$ cat src/rtl/alu_issue_ctrl.sv
// alu_issue_ctrl: issues one op to the combinational vector ALU, holds the
// operands for the op's latency, then returns the captured result.
module alu_issue_ctrl #(
  parameter int unsigned DATA_W    = 64,
  parameter int unsigned MULTI_LAT = 4,
  parameter int unsigned TAG_W     = 5
) (
  input  logic              clk,
  input  logic              reset,
  input  logic              in_valid,
  output logic              in_ready,
  input  logic [5:0]        in_opcode,
  input  logic [5:0]        in_func,
  input  logic [1:0]        in_ww,
  input  logic [TAG_W-1:0]  in_tag,
  input  logic [0:DATA_W-1] in_ra,
  input  logic [0:DATA_W-1] in_rb,
  output logic [0:DATA_W-1] alu_ra,
  output logic [0:DATA_W-1] alu_rb,
  output logic [5:0]        alu_func,
  output logic [5:0]        alu_opcode,
  output logic [1:0]        alu_ww,
  input  logic [0:DATA_W-1] alu_out,
  output logic              out_valid,
  input  logic              out_ready,
  output logic [0:DATA_W-1] out_data,
  output logic [TAG_W-1:0]  out_tag,
  output logic              out_err
);

  localparam int unsigned CNT_W    = ($clog2(MULTI_LAT) < 1) ? 1 : $clog2(MULTI_LAT);
  localparam logic [5:0]  OP_VALU  = 6'b101010;
  localparam logic [5:0]  FUNC_MIN = 6'b000001;
  localparam logic [5:0]  FUNC_MAX = 6'b010010;

  typedef enum logic [1:0] {IDLE, EXEC, DONE} state_t;

  state_t             state_q, state_d;
  logic [CNT_W-1:0]   cnt_q, cnt_d;
  logic               accept;
  logic               legal;
  logic               long_lat;
  logic [CNT_W-1:0]   lat_m1;
  logic               capture;

  // Decode legality and latency of the offered op
  always_comb begin
    legal    = (in_opcode == OP_VALU) && (in_func >= FUNC_MIN) && (in_func <= FUNC_MAX);
    long_lat = (in_func == 6'b001000) || (in_func == 6'b001001) || (in_func == 6'b001110) ||
               (in_func == 6'b001111) || (in_func == 6'b010010);
    lat_m1   = long_lat ? CNT_W'(MULTI_LAT - 1) : '0;
  end

  // Accept when idle, or when the held result is being taken this cycle
  assign in_ready = !reset && ((state_q == IDLE) || ((state_q == DONE) && out_ready));
  assign accept   = in_valid && in_ready;

  // State and latency counter register
  always_ff @(posedge clk) begin
    if (reset) begin
      state_q <= IDLE;
      cnt_q   <= '0;
    end else begin
      state_q <= state_d;
      cnt_q   <= cnt_d;
    end
  end

  // Next-state logic; illegal ops skip EXEC and report an error directly
  always_comb begin
    state_d = state_q;
    cnt_d   = cnt_q;
    capture = 1'b0;
    case (state_q)
      IDLE: begin
        if (accept) begin
          state_d = legal ? EXEC : DONE;
          cnt_d   = lat_m1;
        end
      end
      EXEC: begin
        if (cnt_q == '0) begin
          state_d = DONE;
          capture = 1'b1;
        end else begin
          cnt_d = cnt_q - CNT_W'(1);
        end
      end
      DONE: begin
        if (out_ready) begin
          if (accept) begin
            state_d = legal ? EXEC : DONE;
            cnt_d   = lat_m1;
          end else begin
            state_d = IDLE;
          end
        end
      end
      default: state_d = IDLE;
    endcase
  end

  // ALU operand hold registers and result/tag capture
  always_ff @(posedge clk) begin
    if (reset) begin
      alu_ra     <= '0;
      alu_rb     <= '0;
      alu_func   <= '0;
      alu_opcode <= '0;
      alu_ww     <= '0;
      out_valid  <= 1'b0;
      out_data   <= '0;
      out_tag    <= '0;
      out_err    <= 1'b0;
    end else begin
      out_valid <= (state_d == DONE);
      if (accept) begin
        out_tag <= in_tag;
        if (legal) begin
          alu_ra     <= in_ra;
          alu_rb     <= in_rb;
          alu_func   <= in_func;
          alu_opcode <= in_opcode;
          alu_ww     <= in_ww;
        end else begin
          out_err  <= 1'b1;
          out_data <= '0;
        end
      end
      if (capture) begin
        out_data <= alu_out;
        out_err  <= 1'b0;
      end
    end
  end

endmodule
$ cat config.mk
export PLATFORM = sky130hd
export DESIGN_NAME = alu_issue_ctrl
export DESIGN_NICKNAME = d
export VERILOG_FILES = /design/src/rtl/alu_issue_ctrl.sv
export SDC_FILE = /design/constraint.sdc
export NUM_CORES = 1
export LEC_CHECK = 0
export BUFFER_PORTS_ARGS = -buffer_cell sky130_fd_sc_hd__buf_2
export CORE_AREA = 2 2 165 167
export CTS_CLUSTER_DIAMETER = 200
export DETAILED_ROUTE_END_ITERATION = 7
export DIE_AREA = 0 0 167 169
export GPL_TIMING_DRIVEN = 0
export MAX_ROUTING_LAYER = met4
export REMOVE_ABC_BUFFERS = 1
export SYNTH_ARGS = -nofsm -noshare
export SYNTH_HDL_FRONTEND = slang
export SYNTH_SLANG_ARGS = --single-unit
$ cat constraint.sdc
create_clock -name clk -period 2.2 [get_ports clk]
set_input_delay 0.44 -clock clk [delete_from_list [all_inputs] [get_ports clk]]
set_output_delay 0.44 -clock clk [all_outputs]
set_load 0.005 [all_outputs]
==> impl_metrics.tcl <==
set metrics [dict create \
    p_clk_share_pct 46.9 \
    finalMaxSlewViolations 0 \
    drcViolationCount 0 \
    intPower_uw 6729 \
    path_class "in -> reg" \
    h-tree-depth 1 \
    reg2reg_setup_slack_ps 170 \
    fp-row-count 60 \
    final_cell_mix "buf_2, dfxtp_1, a21oi_1, o31ai_1, nand4_1" \
    cts_buffer_depth 3 \
    power_density_nw_per_um2 737.5 \
    rr_worst_depth 4 \
    first_pass_iters 5 \
    cts.sinks 217 \
    synth_area_um2 8383 \
    critPathArrivalTime_ps 2570 \
    area_growth_syn_to_layout_pct 43.06 \
    port_buffers 428 \
    insertion_delay_ps 520 \
    numCtsBuffers 25 \
    ys.warnings.count 0 \
    grt_antenna_before_repair 6 \
    switching_share_pct 23.92 \
    postSynthAreaPerCell_um2 9.526 \
    comb_power_share_pct 8.4 \
    path_max_fanout 80 \
    finalCritPeriodShare_pct 96.47 \
    max_freq_mhz 471.2 \
    finalHoldViolations 0 \
    hold_buffers 0 \
    wl_um 33600 \
    fp.coreArea_um2 26500 \
    period_minus_slack_ps 2122 \
    grt_usage_pct 21.43 \
    min_from "in_tag[2]" \
    r2r_end "out_data[45]$_SDFFE_PP0P_" \
    layout_commonest_cell "buf_2" \
    grt-ovfl-total 0 \
    synth-seq-area-share_pct 51.82 \
    drv_cap 0 \
    dp.final_hpwl_um 20650 \
    worstSetupStartpointType "input port" \
    die_y_um 169 \
    first_global_vias 8346 \
    clock_skew_ps 9.223 \
    clkTransAtPathRegs_ps 60 \
    synth_cells 880 \
    status "finished, final reports clean" \
    finalNetCount 1471 \
    worst_pin_slew_ps 921.4 \
    drt_iter0_drc 713 \
    hold_depth 3 \
    seq_power_share_pct 44.7 \
    hold_path_end "out_tag[2]$_SDFFE_PP0P_" \
    viasPerCell 5.595 \
    cp_cell_sequence "buf_2, nor4bb_4, and3_4, buf_16, nand4_1, a21oi_1" \
    ios 429 \
    finalSetupTns_ps 0 \
    grt_max_degree 82 \
    power.switching_uw 2116 \
    cts_tree "done" \
    hold_slack_ps 93.79 \
    slowest_delay_ps 620 \
    rsz0062_at_grt "no" \
    slew_headroom_pct 38.43 \
    synth_seq_cells 217 \
    vias 9030 \
    critPathRequiredTime_ps 2650 \
    synth.distinct_cells 33 \
    drive_above_1_share_pct 40.93 \
    critPathSlowestCell "nor4bb_4" \
    hp-class "in -> reg" \
    endpoint_kind "flop" \
    ir_drop_uv 642.1 \
    ctsRootBufferMaster "clkbuf_16" \
    p_leak_uw 0.005155 \
    timing.rr.start "state_q[0]$_SDFF_PP0_" \
    antenna_left 0 \
    gp_congestion 0.7816 \
    wl_per_cell_um 20.82 \
    die-width_um 167 \
    start_util_pct 31.63 \
    grt_pass1_wl_um 48160 \
    die-area_um2 28220 \
    setup_viol 0 \
]
-- synth_stat cells --
master | n | area (um^2)
dfxtp_1 | 217 | 4344
a21oi_1 | 139 | 695.7
nand4_1 | 135 | 844.6
o31ai_1 | 135 | 1013
clkbuf_1 | 103 | 386.6
a22o_1 | 65 | 569.3
nand2_1 | 10 | 37.54
nand3_1 | 8 | 40.04
and3_1 | 7 | 43.79
buf_2 | 7 | 35.03
nor2_1 | 7 | 26.28
buf_6 | 6 | 67.56
inv_1 | 6 | 22.52
buf_1 | 5 | 18.77
nor3_1 | 5 | 25.02
nand2b_1 | 3 | 18.77
o21a_1 | 3 | 22.52
a211o_1 | 2 | 17.52
a221oi_1 | 2 | 17.52
nor2b_1 | 2 | 12.51
a211oi_1 | 1 | 7.510
a22oi_1 | 1 | 7.510
a31oi_1 | 1 | 6.260
a32oi_1 | 1 | 8.760
ha_1 | 1 | 12.51
nand3b_1 | 1 | 7.510
nor3b_1 | 1 | 7.510
nor4bb_1 | 1 | 10.01
o21ai_0 | 1 | 5.000
o311ai_0 | 1 | 8.760
o41ai_4 | 1 | 27.53
or3_1 | 1 | 6.260
xnor2_1 | 1 | 8.760
-- power by group through the flow --
stage / logic [uW] / registers [uW] / clock network [uW]
4_1_cts: 691 / 3950 / 4260
2_1_floorplan: 197 / 4040 / 0
3_5_place_dp: 659 / 4040 / 0
3_3_place_gp: 569 / 4040 / 0
6_report: 741 / 3950 / 4150
5_1_grt: 786 / 3950 / 4410
-- cell type report --
type	instances	area, um^2
Multi-Input combinational cell	541	3642
Antenna cell	5	12.51
Fill cell	2595	14510
Tap cell	341	426.7
Clock buffer	35	723.2
Clock inverter	5	85.08
Inverter	6	26.28
Timing Repair Buffer	464	2733
Sequential cell	217	4344
-- flip-flops by register name, summed over array words and instances (netlist names) --
signal / count
out_tag: 5
state_q: 2
alu_opcode: 6
out_data: 64
alu_func: 6
alu_ww: 2
alu_ra: 64
out_valid: 1
cnt_q: 2
out_err: 1
alu_rb: 64
-- kinds of logic after synthesis --
group	synth area share, %
AND/OR/NAND/NOR	12.88
buffers and inverters	6.328
flip-flops	51.82
AO/OA/AOI/OAI	28.72
adder cells (fa/ha/maj)	0.1492
XOR/XNOR	0.1045
-- metal layers --
metal / GRT usage (%) / vias up / routed length, um
li1: - / 4209 / -
met1: 27.81 / 4368 / 14630
met2: 34.46 / 383 / 15830
met3: 2.993 / 70 / 2075
met4: 7.271 / 0 / 1064
met5: - / - / 0
-- worst max-delay path by stage --
stage / cells past startpoint / start / slack (ps) / endpoint
floorplan: 4 / in_func[1] / -4640 / alu_func[5]$_SDFFE_PP0N_
global placement: 5 / in_func[2] / -9720 / alu_func[5]$_SDFFE_PP0N_
detailed placement: 9 / in_opcode[2] / -1070 / out_data[45]$_SDFFE_PP0P_
CTS: 6 / state_q[1]$_SDFF_PP0_ / 20 / out_err$_SDFFE_PP0N_
global route: 6 / in_opcode[2] / 30 / alu_ra[36]$_SDFFE_PP0N_
finish: 6 / in_opcode[2] / 80 / alu_ra[32]$_SDFFE_PP0N_
-- stage by stage --
step	instance area [um^2]	util (%)	total power, uW	std cells	setup WS (ps)
2_1_floorplan	7875	-	4235	759	-4638
3_3_place_gp	10440	39.41	4607	1528	-9724
3_5_place_dp	10930	41.26	4696	1549	-1070
4_1_cts	11850	44.71	8906	1595	18.64
5_1_grt	11990	45.25	9151	1613	28.28
6_report	11990	45.26	8845	1614	77.65
-- critical path: cells and delay by family --
family / cells / cell delay [ps]
AO/OA/AOI/OAI: 1 / 180
buffers and inverters: 2 / 440
AND/OR/NAND/NOR: 3 / 1420
-- timing repair --
item / CTS / global route
cloned: 4 / 2
pin swaps: 2 / 5
buffers inserted: 2 / 12
gates resized for setup: 7 / 4
endpoints found under the setup margin: 115 / 48
(Power assumes the default switching activity.)
